==> config.mk <==
export PLATFORM = sky130hd
export DESIGN_NAME = riscv_lsu_ctrl
export DESIGN_NICKNAME = d
export VERILOG_FILES = /design/src/rtl/riscv_lsu_ctrl.sv
export SDC_FILE = /design/constraint.sdc
export NUM_CORES = 1
export LEC_CHECK = 0
export BUFFER_PORTS_ARGS = -buffer_cell sky130_fd_sc_hd__buf_2
export CAP_MARGIN = 20
export CORE_UTILIZATION = 35
export DETAILED_ROUTE_END_ITERATION = 10
export PLACE_DENSITY = 0.59
export SLEW_MARGIN = 10
export SYNTH_ARGS = -nofsm -noshare
export SYNTH_HDL_FRONTEND = slang
export SYNTH_SLANG_ARGS = --single-unit
==> constraint.sdc <==
create_clock -name clk_i -period 2.5 [get_ports clk_i]
set_input_delay 0.5 -clock clk_i [delete_from_list [all_inputs] [get_ports clk_i]]
set_output_delay 0.5 -clock clk_i [all_outputs]
set_load 0.02 [all_outputs]
==> src/rtl/riscv_lsu_ctrl.sv <==
// riscv_lsu_ctrl
// Load/store sequencing controller between the execute stage and the data
// memory bus. Takes one decoded memory request, runs a single req/ack bus
// transaction while stalling the core, formats byte enables / write data,
// extends load data, and reports rejected accesses and bus timeouts.
//
// Ports
//   clk_i, rstn_i          clock, synchronous active-low reset
//   core_req_i/we_i/size_i access request, direction, size (0=B 1=H 2=W 4=BU 5=HU)
//   core_addr_i/wd_i       byte address, store data
//   core_rd_o              extended load result (held until the next load completes)
//   core_stall_o           hold the core pipeline
//   core_misalign_o        one-cycle pulse: access rejected
//   core_fault_o           one-cycle pulse: bus timeout
//   m_req_o/we_o/be_o      bus request, write, byte enables
//   m_addr_o/wd_o          word address, lane-replicated write data
//   m_rd_i/ack_i           bus read data, transaction complete

module riscv_lsu_ctrl #(
    parameter int ACK_TIMEOUT = 255
) (
    input  logic        clk_i,
    input  logic        rstn_i,
    input  logic        core_req_i,
    input  logic        core_we_i,
    input  logic [2:0]  core_size_i,
    input  logic [31:0] core_addr_i,
    input  logic [31:0] core_wd_i,
    output logic [31:0] core_rd_o,
    output logic        core_stall_o,
    output logic        core_misalign_o,
    output logic        core_fault_o,
    output logic        m_req_o,
    output logic        m_we_o,
    output logic [3:0]  m_be_o,
    output logic [31:0] m_addr_o,
    output logic [31:0] m_wd_o,
    input  logic [31:0] m_rd_i,
    input  logic        m_ack_i
);

    localparam int             CW   = $clog2(ACK_TIMEOUT + 1);
    localparam logic [CW-1:0] T_END = CW'(ACK_TIMEOUT - 1);

    typedef enum logic [1:0] {IDLE, BUSY, DONE} state_e;

    state_e      state_q, state_d;
    logic [CW-1:0] cnt_q, cnt_d;
    logic        req_q, req_d;
    logic        we_q, we_d;
    logic [2:0]  size_q, size_d;
    logic [1:0]  off_q, off_d;
    logic [3:0]  be_q, be_d;
    logic [31:0] addr_q, addr_d;
    logic [31:0] wd_q, wd_d;
    logic [31:0] rd_q, rd_d;
    logic        fault_q, fault_d;

    logic        illegal;
    logic [3:0]  be_fmt;
    logic [31:0] wd_fmt;
    logic [31:0] rd_fmt;
    logic [7:0]  rd_byte;
    logic [15:0] rd_half;

    // Access legality: unknown sizes, unsigned stores, and unaligned H/W.
    always_comb begin
        illegal = 1'b0;
        if (core_size_i == 3'd3 || core_size_i == 3'd6 || core_size_i == 3'd7)
            illegal = 1'b1;
        if (core_we_i && core_size_i[2])
            illegal = 1'b1;
        if (core_size_i[1:0] == 2'd1 && core_addr_i[0])
            illegal = 1'b1;
        if (core_size_i == 3'd2 && core_addr_i[1:0] != 2'd0)
            illegal = 1'b1;
    end

    // Store lane formatting; loads always enable the whole word.
    always_comb begin
        be_fmt = 4'b1111;
        wd_fmt = core_wd_i;
        case (core_size_i[1:0])
            2'd0: begin
                wd_fmt = {4{core_wd_i[7:0]}};
                if (core_we_i) be_fmt = 4'b0001 << core_addr_i[1:0];
            end
            2'd1: begin
                wd_fmt = {2{core_wd_i[15:0]}};
                if (core_we_i) be_fmt = 4'b0011 << core_addr_i[1:0];
            end
            default: ;
        endcase
    end

    // Load lane select and extension from the latched offset/size.
    always_comb begin
        rd_byte = m_rd_i[8*off_q +: 8];
        rd_half = off_q[1] ? m_rd_i[31:16] : m_rd_i[15:0];
        case (size_q)
            3'd0:    rd_fmt = {{24{rd_byte[7]}}, rd_byte};
            3'd4:    rd_fmt = {24'd0, rd_byte};
            3'd1:    rd_fmt = {{16{rd_half[15]}}, rd_half};
            3'd5:    rd_fmt = {16'd0, rd_half};
            default: rd_fmt = m_rd_i;
        endcase
    end

    always_comb begin
        state_d = state_q;
        cnt_d   = cnt_q;
        req_d   = req_q;
        we_d    = we_q;
        size_d  = size_q;
        off_d   = off_q;
        be_d    = be_q;
        addr_d  = addr_q;
        wd_d    = wd_q;
        rd_d    = rd_q;
        fault_d = 1'b0;
        case (state_q)
            IDLE: begin
                if (core_req_i && !illegal) begin
                    state_d = BUSY;
                    cnt_d   = '0;
                    req_d   = 1'b1;
                    we_d    = core_we_i;
                    size_d  = core_size_i;
                    off_d   = core_addr_i[1:0];
                    be_d    = be_fmt;
                    addr_d  = {core_addr_i[31:2], 2'b00};
                    wd_d    = wd_fmt;
                end
            end
            BUSY: begin
                cnt_d = cnt_q + CW'(1);
                // Ack has priority over a timeout landing in the same cycle.
                if (m_ack_i) begin
                    state_d = DONE;
                    req_d   = 1'b0;
                    if (!we_q) rd_d = rd_fmt;
                end else if (cnt_q == T_END) begin
                    state_d = DONE;
                    req_d   = 1'b0;
                    fault_d = 1'b1;
                    if (!we_q) rd_d = '0;
                end
            end
            DONE:    state_d = IDLE;
            default: state_d = IDLE;
        endcase
    end

    always_ff @(posedge clk_i) begin
        if (!rstn_i) begin
            state_q <= IDLE;
            cnt_q   <= '0;
            req_q   <= 1'b0;
            we_q    <= 1'b0;
            size_q  <= 3'd0;
            off_q   <= 2'd0;
            be_q    <= 4'd0;
            addr_q  <= 32'd0;
            wd_q    <= 32'd0;
            rd_q    <= 32'd0;
            fault_q <= 1'b0;
        end else begin
            state_q <= state_d;
            cnt_q   <= cnt_d;
            req_q   <= req_d;
            we_q    <= we_d;
            size_q  <= size_d;
            off_q   <= off_d;
            be_q    <= be_d;
            addr_q  <= addr_d;
            wd_q    <= wd_d;
            rd_q    <= rd_d;
            fault_q <= fault_d;
        end
    end

    // Stall/misalign are combinational from the request in IDLE; both are
    // forced low while reset is held, even if the state register is stale.
    assign core_stall_o    = rstn_i && ((state_q == IDLE && core_req_i && !illegal) ||
                                        state_q == BUSY);
    assign core_misalign_o = rstn_i && state_q == IDLE && core_req_i && illegal;
    assign core_fault_o    = fault_q;
    assign core_rd_o       = rd_q;
    assign m_req_o         = req_q;
    assign m_we_o          = we_q;
    assign m_be_o          = be_q;
    assign m_addr_o        = addr_q;
    assign m_wd_o          = wd_q;

endmodule

== Yosys cells after proc, flatten, opt, wreduce, memory -nomap -nowiden ==
Cells that the tools add are included.

* Bits in registers: 116
* Latch bits: 0
* RAM bits: 0
* Memory bits (read-only): 0
* Input port bits: 104
* Output and inout bits: 105
* Word-level logic and storage cells: 81
* Memories kept: 0

* $add $sub $neg: 1
* $mul: 0
* Div/mod/pow operators: 0
* Magnitude comparators: 0
* Equality and inequality tests: 12
* Shift operators: 3
* Mux-type cells: 25
* Bitwise logic cells: 3
* Reduce and logical (&&, ||, !) cells: 26

{| class="wikitable"
|+ Operators with widths
! kind !! count
|-
| 32-bit 2-to-1 mux || 4
|-
| 32-bit one-hot mux with 4 select lines || 1
|-
| 32-bit one-hot mux with 2 select lines || 1
|-
| 32-bit by 6-bit indexed part select with 8-bit output || 1
|-
| 16-bit 2-to-1 mux || 1
|-
| 8-bit one-hot mux with 2 select lines || 1
|-
| 3-bit equality test (second input constant) || 4
|-
| 1-bit logical AND || 10
|-
| 8-bit by 1-bit adder with 8-bit output (second input constant) || 1
|-
| 8-bit equality test (second input constant) || 1
|-
| 1-bit 2-to-1 mux || 8
|-
| 4-bit 2-to-1 mux || 2
|-
| 8-bit 2-to-1 mux || 1
|-
| 4-bit one-hot mux with 2 select lines || 1
|-
| 3-bit by 2-bit equality test with 1-bit output (second input constant) || 2
|-
| 2-bit 2-to-1 mux || 3
|-
| 2-bit AND reduction || 3
|-
| 3-bit AND reduction || 2
|-
| 2-bit nonzero test || 3
|-
| 2-bit by 1-bit equality test with 1-bit output (second input constant) || 2
|-
| 2-bit logical NOT || 2
|-
| 2-bit one-hot mux with 2 select lines || 1
|-
| 1-bit by 2-bit left shift with 4-bit output (first input constant) || 1
|-
| 2-bit by 2-bit left shift with 4-bit output (first input constant) || 1
|-
| 9 further kinds || 13
|}

== Logic depth before layout (Yosys ltp) ==
Gate-level depths: netlist (run 1).

* Word-level depth: 11
* Mapped depth: 8
* Depth with buffers taken out: 6

== Worst setup path before layout (run 1) ==
OpenSTA, ideal clock, no wires.

* Path kind: in2out
* Start: in core_size_i[1]
* End: out core_stall_o
* Arrival time: 1.622 ns
* Data required time: 2.000 ns
* Path slack: 0.378 ns
* Cell stages on the path: 6
* Cell sequence: buf_2 > o21ai_0 > nand4b_1 > buf_2 > nand2_1 > and2_1

* Longest elaborated chain between the ends: 11
* Elaborated cells on any way between the ends: 17
* Classes of those cells: eq/ne (5); mux (4); reduce/logical (8)

{| class="wikitable"
|+ Ends and longest elaborated chain
! element !! RTL line !! text
|-
| from (decl) || 26 || <nowiki>input logic [2:0] core_size_i,</nowiki>
|-
| 3-bit by 2-bit equality test with 1-bit output / 3-bit equality test (equally long branches) || 69 || <nowiki>if (core_size_i == 3'd3 || core_size_i == 3'd6 || core_size_i == 3'd7)</nowiki>
|-
| 1-bit logical OR (2 in series) || 69 ||
|-
| 1-bit 2-to-1 mux || 69 ||
|-
| 1-bit 2-to-1 mux || 71 || <nowiki>if (core_we_i && core_size_i[2])</nowiki>
|-
| 1-bit 2-to-1 mux || 73 || <nowiki>if (core_size_i[1:0] == 2'd1 && core_addr_i[0])</nowiki>
|-
| 1-bit 2-to-1 mux * || 75 || <nowiki>if (core_size_i == 3'd2 && core_addr_i[1:0] != 2'd0)</nowiki>
|-
| 1-bit logical NOT * || 184 || <nowiki>assign core_stall_o = rstn_i && ((state_q == IDLE && core_req_i && !illegal) ||</nowiki>
|-
| 1-bit logical AND * || 184 ||
|-
| 1-bit logical OR * || 184 ||
|-
| 1-bit logical AND * || 184 ||
|-
| to (decl) || 30 || <nowiki>output logic core_stall_o,</nowiki>
|}

Every way passes the cells marked *; elsewhere a longest branch is shown, timed or not.

== Worst setup path in the final report (run 1) ==
* Start: reg state_q[1]
* End: out core_stall_o

* Longest elaborated chain between the ends: 5
* Elaborated cells on any way between the ends: 6
* Classes of those cells: eq/ne (1); reduce/logical (5)

{| class="wikitable"
|+ Ends and longest elaborated chain
! element !! RTL line !! text
|-
| from (decl) || 47 || <nowiki>state_e state_q, state_d;</nowiki>
|-
| from (signal assigned) || 168 || <nowiki>state_q <= state_d;</nowiki>
|-
| 2-bit logical NOT || 184 ||
|-
| 1-bit logical AND (2 in series) || 184 ||
|-
| 1-bit logical OR * || 184 ||
|-
| 1-bit logical AND * || 184 ||
|}

Marked as above.

==> qor.yml, run 1 <==
dp.final_hpwl_um: 11900
ys_types: 55
synth_top_cell_area_share: 0.434
yosysSeqAreaShare: 0.434
p_leak_nw: 3.33
reg2regPathDepth: 7
cts_max_level: 4
synth_edf_count: 0
synth_area_mm2: 0.00535
ys_seq_elements: 116
synthToLayoutAreaGrowth_pct: 34.0
drt_iter0_drc: 314
ys.flop_type: "dfxtp_1"
worst_slew_pin_slew_ns: 1.07
ios: 209
die_area_mm2: 0.0158
finalSetupViolations: 0
cpPeakStageDelay_ns: 0.40
postSynthAreaPerCell_um2: 8.74
io_buffers: 206
cts_buffer_depth: 2
die_h_um: 126
grtUsageTotal: 0.206
nFillCells: 1460
cts_resized: 0
min_to: "m_addr_o[19]$_SDFFE_PN0P_"
fin_tns_setup_ns: 0
r2r_slack_ns: 0.21
synth_warnings: 0
max_freq_mhz: 428
r2r_start: "cnt_q[0]$_SDFFE_PN0P_"
final_nets: 914
ant_nets: 0
first_global_vias: 5060
cp-start-kind: "flop"
ys_async_sr_fraction: 0
post-synth-top-count-cell: "nand2_1"
cp.arrival_ns: 1.84
post_cts_buffers: 0
violations: "DRC"
finalMaxSlewViolations: 0
p_total_mw: 5.19
ir_drop_v: 0.000486
synthTopCellsByArea: "dfxtp_1 (43%), nand2_1 (10%), a21boi_0 (7.4%), mux2i_1 (4.5%), o211a_1 (3.2%)"
rsz0062_at_grt: "false"
critPathRequiredTime_ns: 2.00
initial_core_util: 0.364
drive_gt1_frac: 0.335
grt_start_max_net_pins: 80
slowest_stage: "nor3b_1"
fin_crit_sh: 0.935
avgRoutedWirePerCell_um: 16.0
vias_per_cell: 5.18
crit_path_end_kind: "primary output"
power_density_mw_per_mm2: 723
post-route-min-period_ns: 2.34
cts_sinks: 116
core_mm2: 0.0147
hp-start: "core_addr_i[19]"
syn_inst: 612
clk_latency_ns: 0.42
r2r_end: "core_rd_o[16]$_SDFFE_PN0P_"
drc: 10
relSlewSlack: 0.279
yosys.area.top_type: "dfxtp_1"
grt-ovfl-total: 0
place.gp.congestion: 0.826
holdPathStages: 3
grt_antenna_before_repair: 3
wl_um: 16100
grt_pass1_wl_um: 25700
fin_skew_ns: 0.0110
num_rows: 44
path_cells: "nor3b_1, nand4b_1, nand2_1, and2_1, buf_2"
hold_violations: 0
fp.dieW_um: 126
crit_fanout: 4
cts_buffers: 17
clk_pin_slew_worst_paths_ns: 0.05
ctsHoldBuffers: 0
hold_class: "input port to flop"
path_class: "flop to primary output"
ys_top_cells_by_count: "nand2_1 (145), dfxtp_1 (116), a21boi_0 (53), clkbuf_1 (30), o21ai_0 (30)"
maxCapViolCount: 0
dr.pass1.iters: 8
tritoncts: "yes"
root_buffer: "clkbuf_16"
num_vias: 5189
status: "finished with violations"
-- per-layer routing --
metal	track usage	wire, µm	vias up
li1	-	-	2536
met1	0.254	7060	2466
met2	0.326	7490	166
met3	0.0743	1210	19
met4	0.0811	290	2
met5	0	12	-
-- cell families after synthesis --
group / synth area share
compound gates: 0.257
xor+xnor: 0.00491
fa+ha+maj: 0.0140
buf+inv: 0.0461
flops: 0.434
mux: 0.0512
other cells: 0.000701
simple gates: 0.192
-- how the worst max path moves through the flow --
| stage | depth (start not counted) | slack [ns] | from | endpoint |
|---|---|---|---|---|
| 6_report | 5 | 0.16 | state_q[1]$_SDFFE_PN0P_ | core_stall_o |
| 5_1_grt | 5 | 0.02 | state_q[1]$_SDFFE_PN0P_ | core_stall_o |
| 4_1_cts | 5 | 0.12 | state_q[1]$_SDFFE_PN0P_ | core_stall_o |
| 3_5_place_dp | 9 | 0.13 | core_addr_i[0] | m_addr_o[15]$_SDFFE_PN0P_ |
| 3_3_place_gp | 9 | 0.22 | core_addr_i[0] | m_be_o[1]$_SDFFE_PN0P_ |
| 2_1_floorplan | 6 | 0.38 | core_size_i[1] | core_stall_o |
-- through the flow --
step	hold WS (ns)	utilization	setup slack [ns]	std cells	cell area (µm²)
final	0.330	0.488	0.161	1002	7170
after global routing	0.332	0.488	0.0183	1002	7170
after CTS	0.319	0.488	0.122	1001	7170
after detailed placement	0.445	0.444	0.130	969	6530
after global placement	0.442	0.444	0.222	969	6530
after floorplan	0.437	-	0.378	613	5360
-- power breakdown --
part	leakage, nW	switching [mW]	internal (mW)	total [mW]
sequential	0.941	0.0425	1.92	1.96
combinational	2.09	0.355	0.235	0.590
clock	0.306	0.877	1.76	2.64
-- sequential cells by signal, indices dropped and copies added, names as in the netlist, 2 cells and up --
register / flops
cnt_q: 8
off_q: 2
state_q: 2
m_wd_o: 32
m_addr_o: 30
size_q: 3
m_be_o: 4
core_rd_o: 32
-- cell type report --
class                           count  area (µm²)  area share
Antenna cell                        1        2.50    0.000349
Inverter                            6        22.5     0.00314
Multi-Input combinational cell    441        2790       0.389
Sequential cell                   116        2320       0.324
Tap cell                          184         230      0.0321
Clock buffer                       18         429      0.0598
Clock inverter                     14         210      0.0293
Timing Repair Buffer              222        1160       0.162
-- layout by cell type, fill, tap and decap left out, drive strengths merged, types with 5 or more instances in the layout --
| cell | synthesis | routed |
|---|---|---|
| inv | 6 | 6 |
| clkinv | 0 | 6 |
| nor2b | 5 | 5 |
| buf | 20 | 222 |
| nand2 | 145 | 145 |
| nand3 | 10 | 10 |
| dfxtp | 116 | 116 |
| o2bb2ai | 21 | 21 |
| nor2 | 27 | 27 |
| o221ai | 7 | 7 |
| a32o | 7 | 7 |
| or3 | 5 | 5 |
| o21ai | 30 | 30 |
| ha | 6 | 6 |
| mux2i | 24 | 24 |
| clkbuf | 30 | 18 |
| nand2b | 12 | 12 |
| a21boi | 53 | 53 |
| a21oi | 9 | 9 |
| bufinv | 0 | 5 |
| nor3b | 6 | 6 |
| o211a | 17 | 17 |
-- critical path: cells and delay by family, from the launching register on --
kind	cells	cell delay [ns]
DFF	1	0.33
and+or+nand+nor	4	0.94
buffers and inverters	1	0.16
(Power assumes the default switching activity.)
==> inputs of run 2 (changes only) <==
Settings changed: CORE_UTILIZATION 35 to 39, PLACE_DENSITY 0.59 to 0.64, REMOVE_ABC_BUFFERS set to 1, SLEW_MARGIN 10 to 5.
==> qor.yml, run 2 (synthesis gave the netlist of run 1 again) <==
status: "finished, final reports clean"  # was finished with violations
fp.dieW_um: 119  # was 126 µm
grt_antenna_before_repair: 1  # was 3
ios: 209  # unchanged
fin_skew_ns: 0.00945  # was 0.0110 ns
fin_util: 0.541  # was 0.488
first_global_vias: 4969  # was 5,060
cp.arrival_ns: 1.79  # was 1.84 ns
ant_nets: 0  # unchanged
drt_iter0_drc: 283  # was 314
post-route-cell-area_mm2: 0.00719  # was 0.00717 mm²
max_freq_mhz: 437  # was 428 MHz
root_buffer: "clkbuf_16"  # unchanged
grt-ovfl-total: 0  # unchanged
clk_latency_ns: 0.41  # was 0.42 ns
p_leak_nw: 3.35  # was 3.33 nW
drive_gt1_frac: 0.339  # was 0.335
cp_common_cell: "buf_2"
critPathRequiredTime_ns: 2.00  # about the same
rsz0062_at_grt: "false"  # unchanged
final_common_cell: "buf_2"  # unchanged
crit_start: "core_addr_i[1]"  # was state_q[1]$_SDFFE_PN0P_
r2r_start: "size_q[0]$_SDFFE_PN0P_"  # was cnt_q[0]$_SDFFE_PN0P_
vias_per_cell: 5.21  # was 5.18
hold_class: "input port to flop"  # unchanged
cpLargestDelayFamily: "simple AND/OR/NAND/NOR gates"  # unchanged
path_buf_inv: 3  # was 1
die_h_um: 119  # was 126 µm
fin_tns_setup_ns: 0  # unchanged
grt_pass1_wl_um: 24500  # was 25,700 µm
hp-start: "core_addr_i[29]"  # was core_addr_i[19]
clk_pin_slew_worst_paths_ns: 0.06  # was 0.05 ns
ir_drop_v: 0.000406  # was 0.000486 V
num_vias: 5191  # was 5,189
seqCellArea_mm2: 0.00232  # unchanged
avgRoutedWirePerCell_um: 15.1  # was 16.0 µm
worst_slew_pin_slew_ns: 0.569  # was 1.07 ns
grt_start_max_net_pins: 63  # was 80
multi_input_comb_area_mm2: 0.00280  # was 0.00279 mm²
maxCapViolCount: 0  # unchanged
hold_violations: 0  # unchanged
whs_ns: 0.331  # was 0.330 ns
dr.pass1.iters: 4  # was 8
finalMaxSlewViolations: 0  # unchanged
path_cells: "buf_2, inv_1, ha_1, nor2b_1, nand4b_1, nand2_1, and2_1, buf_2"  # was nor3b_1, nand4b_1, nand2_1, and2_1, buf_2
crit_fanout: 6  # was 4
placed_cell_area_mm2: 0.00655  # was 0.00653 mm²
cpPeakStageDelay_ns: 0.21  # was 0.40 ns
tritoncts: "yes"  # unchanged
post_cts_buffers: 0  # unchanged
relSlewSlack: 0.621  # was 0.279
cp-start-kind: "input port"  # was flop
stdcell_count: 996  # was 1,002
num_rows: 42  # was 44
fin_crit_sh: 0.915  # was 0.935
cts_sinks: 116  # unchanged
drc: 0  # was 10
nFillCells: 1253  # was 1,460
cts_buffer_depth: 2  # unchanged
path_class: "input port to primary output"  # was flop to primary output
dp.cells: 963  # was 969
place.gp.congestion: 0.836  # was 0.826
mostFrequentLayoutCells: "buf_2 (206), nand2_1 (145), dfxtp_1 (116)"  # unchanged
crit_path_end_kind: "primary output"  # unchanged
post-route-min-period_ns: 2.29  # was 2.34 ns
grtUsageTotal: 0.217  # was 0.206
final_nets: 916  # was 914
io_buffers: 206  # unchanged
cts_max_level: 4  # unchanged
cts_buffers: 17  # unchanged
power_density_mw_per_mm2: 712  # was 723 mW/mm²
core_mm2: 0.0133  # was 0.0147 mm²
die_area_mm2: 0.0142  # was 0.0158 mm²
dp.final_hpwl_um: 10800  # was 11,900 µm
finalSetupViolations: 0  # unchanged
synthToLayoutAreaGrowth_pct: 34.3  # was 34.0%
wl_um: 15100  # was 16,100 µm
initial_core_util: 0.403  # was 0.364
slowest_stage: "ha_1"  # was nor3b_1
[run 2: cell types whose count changed in the layout (fill, tap and decap cells not counted), sizes merged]
cell and delta:
bufinv -1, clkinv -1, clkbuf +1, inv +1, buf +2
[run 2: cell type report]
| cell class | count | share of cell area |
|---|---|---|
| multi-input combinational | 441 | 0.389 |
| sequential | 116 | 0.323 |
| timing repair buffer | 224 | 0.166 |
| clock buffer | 19 | 0.0630 |
| tap | 176 | 0.0306 |
| clock inverter | 13 | 0.0251 |
| inverter | 6 | 0.00313 |
| antenna | 1 | 0.000348 |
[run 2: worst min-delay path: cells and delay by family]
kind	cells	cell delay, ns
buffers and inverters	1	0.09
AOI/OAI and AO/OA	1	0.06
and+or+nand+nor	1	0.04
[run 2: metal layers]
layer / wire, µm / GRT usage
met5: 0 / 0
met4: 267 / 0.0831
met1: 6840 / 0.272
met3: 1330 / 0.0824
met2: 6620 / 0.334
[run 2: power by group]
group / switching, mW / internal [mW] / total [mW] / leakage [nW]
clock network: 0.857 / 1.72 / 2.57 / 0.305
logic: 0.347 / 0.240 / 0.587 / 2.11
registers: 0.0400 / 1.92 / 1.96 / 0.941
[run 2: final timing paths]
| check | endpoint | slack (ns) | cells after the start |
|---|---|---|---|
| max | core_stall_o | 0.21 | 8 |
| min reg2reg | m_addr_o[11]$_SDFFE_PN0P_ | 0.46 | 2 |
| max reg2reg | core_rd_o[18]$_SDFFE_PN0P_ | 0.67 | 4 |
| min | m_addr_o[29]$_SDFFE_PN0P_ | 0.33 | 3 |
[run 2: stage by stage]
step	power [mW]	setup slack (ns)
finish	5.12	0.212
global route	5.33	0.0851
CTS	5.19	0.0897
detailed placement	2.58	0.197
global placement	2.57	0.237
floorplan	2.30	-0.992
[run 2: timing repair]
action | 4_1_cts | 5_1_grt
hold buffers | 0 | 0
gates resized for setup | 0 | 1
setup endpoints to repair | 0 | 1
==> inputs of run 3 (changes only) <==
Settings changed: ABC_AREA set to 1.
==> qor.yml, run 3 <==
status: "finished, final reports clean"  # unchanged
dr.pass1.iters: 4  # unchanged
root_buffer: "clkbuf_16"  # unchanged
critPathRequiredTime_ns: 2.00  # about the same
synth_top_cell_area_share: 0.424  # was 0.434
postSynthAreaPerCell_um2: 6.74  # was 8.74 µm²
first_global_vias: 5343  # was 4,969
clk_latency_ns: 0.42  # was 0.41 ns
fin_ws_ns: 0.377  # was 0.212 ns
finalMaxSlewViolations: 0  # unchanged
synth_edf_count: 0  # unchanged
ys_top_cells_by_count: "nand2_1 (276), a21oi_1 (126), dfxtp_1 (116), o21ai_0 (68), inv_1 (63)"  # was nand2_1 (145), dfxtp_1 (116), a21boi_0 (53), clkbuf_1 (30), o21ai_0 (30)
ys_types: 39  # was 55
final_nets: 1113  # was 916
num_vias: 5721  # was 5,191
drt_iter0_drc: 291  # was 283
grt_pass1_wl_um: 25700  # was 24,500 µm
vias_per_cell: 4.80  # was 5.21
tritoncts: "yes"  # unchanged
die_area_mm2: 0.0145  # was 0.0142 mm²
fin_skew_ns: 0.0106  # was 0.00945 ns
ctsHoldBuffers: 0  # unchanged
r2r_slack_ns: 0.76  # was 0.67 ns
r2r_start: "off_q[1]$_SDFFE_PN0P_"  # was size_q[0]$_SDFFE_PN0P_
drc: 0  # unchanged
cts_buffer_depth: 2  # unchanged
cts_max_level: 4  # unchanged
r2r_end: "core_rd_o[29]$_SDFFE_PN0P_"  # was core_rd_o[18]$_SDFFE_PN0P_
fin_crit_sh: 0.849  # was 0.915
post-synth-top-count-cell: "nand2_1"  # unchanged
crit_fanout: 5  # was 6
endpoint: "core_stall_o"  # unchanged
grt_start_max_net_pins: 78  # was 63
post-route-min-period_ns: 2.12  # was 2.29 ns
synth_area_mm2: 0.00547  # was 0.00535 mm²
cp-start-kind: "flop"  # was input port
reg2regPathDepth: 9  # was 4
yosys.area.top_type: "dfxtp_1"  # unchanged
post_cts_buffers: 0  # unchanged
nFillCells: 1419  # was 1,253
hold_class: "input port to flop"  # unchanged
p_clk_frac: 0.456  # was 0.503
post-route-cell-area_mm2: 0.00717  # was 0.00719 mm²
wl_um: 15800  # was 15,100 µm
initial_core_util: 0.407  # was 0.403
ys.flop_type: "dfxtp_1"  # unchanged
grt_antenna_before_repair: 0  # was 1
core_mm2: 0.0135  # was 0.0133 mm²
fp.dieW_um: 120  # was 119 µm
crit_start: "state_q[1]$_SDFFE_PN0P_"  # was core_addr_i[1]
stdcell_count: 1192  # was 996
dp.cells: 1160  # was 963
maxCapViolCount: 0  # unchanged
grt-ovfl-total: 0  # unchanged
mostFrequentLayoutCells: "nand2_1 (276), buf_2 (206), a21oi_1 (126)"  # was buf_2 (206), nand2_1 (145), dfxtp_1 (116)
crit_path_end_kind: "primary output"  # unchanged
power_density_mw_per_mm2: 694  # was 712 mW/mm²
fin_tns_setup_ns: 0  # unchanged
dp_slack_ns: 0.365  # was 0.197 ns
cts_buffers: 17  # unchanged
ant_nets: 0  # unchanged
die_h_um: 120  # was 119 µm
p_leak_nw: 3.47  # was 3.35 nW
p_comb_frac: 0.148  # was 0.115
p_int_mw: 3.54  # was 3.87 mW
switchingPower_mw: 1.44  # was 1.24 mW
cp.arrival_ns: 1.62  # was 1.79 ns
antenna_cells: 0  # was 1
placed_cell_area_mm2: 0.00661  # was 0.00655 mm²
cts_resized: 0  # unchanged
cts_sinks: 116  # unchanged
rsz0062_at_grt: "false"  # unchanged
clk_pin_slew_worst_paths_ns: 0.06  # about the same
worst_slew_pin_slew_ns: 0.566  # was 0.569 ns
p_total_mw: 4.98  # was 5.12 mW
synthToLayoutAreaGrowth_pct: 31.0  # was 34.3%
yosysSeqAreaShare: 0.424  # was 0.434
ir_drop_v: 0.000466  # was 0.000406 V
whs_ns: 0.326  # was 0.331 ns
seq_power_share: 0.396  # was 0.382
dp.final_hpwl_um: 11200  # was 10,800 µm
grtUsageTotal: 0.223  # was 0.217
num_rows: 42  # unchanged
relSlewSlack: 0.622  # was 0.621
finalSetupViolations: 0  # unchanged
synthTopCellsByArea: "dfxtp_1 (42%), nand2_1 (19%), a21oi_1 (12%), o21ai_0 (6.2%), inv_1 (4.3%)"  # was dfxtp_1 (43%), nand2_1 (10%), a21boi_0 (7.4%), mux2i_1 (4.5%), o211a_1 (3.2%)
drive_gt1_frac: 0.273  # was 0.339
place.gp.congestion: 0.868  # was 0.836
io_buffers: 206  # unchanged
ys_seq_elements: 116  # unchanged
max_freq_mhz: 471  # was 437 MHz
synth_warnings: 0  # unchanged
fin_util: 0.533  # was 0.541
ios: 209  # unchanged
netSwitchingFraction: 0.289  # was 0.243
ys_async_sr_fraction: 0  # unchanged
final_common_cell: "nand2_1"  # was buf_2
avgRoutedWirePerCell_um: 13.3  # was 15.1 µm
hold_violations: 0  # unchanged
syn_inst: 812  # was 612
path_class: "flop to primary output"  # was input port to primary output
run 3: critical path, cell delays in order (launching register included):
cell and delay (ns):
dfxtp_1 0.31, or2_0 0.24, nor2_2 0.12, nand3_2 0.11, nand2_1 0.11, inv_2 0.06, nor2_1 0.08, buf_2 0.17
run 3: kinds of logic (layout without fill, tap and decap cells):
group	Yosys count	after routing	synth area share
DFF	116	116	0.424
buffers and inverters	121	324	0.0969
AOI/OAI and AO/OA	212	212	0.202
adders and majority gates	6	6	0.0137
and+or+nand+nor	356	356	0.263
other	1	2	0.000685
run 3: area by class of cell:
| type | count | area (µm²) | share of cell area |
|---|---|---|---|
| clock inverter | 12 | 97.6 | 0.0136 |
| multi-input combinational | 576 | 2620 | 0.366 |
| clock buffer | 20 | 467 | 0.0651 |
| tap | 176 | 220 | 0.0307 |
| sequential | 116 | 2320 | 0.324 |
| timing repair buffer | 221 | 1170 | 0.163 |
| inverter | 71 | 272 | 0.0379 |
run 3: layer usage:
metal,part of all wire,track usage,vias to the layer above
met1,0.46,0.283,2505
met3,0.093,0.0910,20
met2,0.43,0.348,213
met4,0.012,0.0617,0
met5,0,0,-
li1,-,-,2983
run 3: power by group through the flow:
stage / logic, mW / clock network [mW] / registers [mW]
2_1_floorplan: 0.335 / 0 / 2.10
3_3_place_gp: 0.739 / 0 / 2.01
3_5_place_dp: 0.738 / 0 / 2.01
6_report: 0.736 / 2.27 / 1.97
4_1_cts: 0.741 / 2.32 / 1.97
5_1_grt: 0.822 / 2.40 / 1.98
run 3: how the worst min path moves through the flow:
stage                              startpoint                        end  slack, ns  cells past startpoint
global route                  core_addr_i[22]  m_addr_o[22]$_SDFFE_PN0P_       0.31                      3
CTS                           core_addr_i[22]  m_addr_o[22]$_SDFFE_PN0P_       0.31                      3
finish                        core_addr_i[14]  m_addr_o[14]$_SDFFE_PN0P_       0.33                      3
floorplan               cnt_q[7]$_SDFFE_PN0P_      cnt_q[7]$_SDFFE_PN0P_       0.44                      2
global placement         m_req_o$_SDFFE_PN0P_       m_req_o$_SDFFE_PN0P_       0.45                      2
detailed placement  m_addr_o[19]$_SDFFE_PN0P_  m_addr_o[19]$_SDFFE_PN0P_       0.45                      2
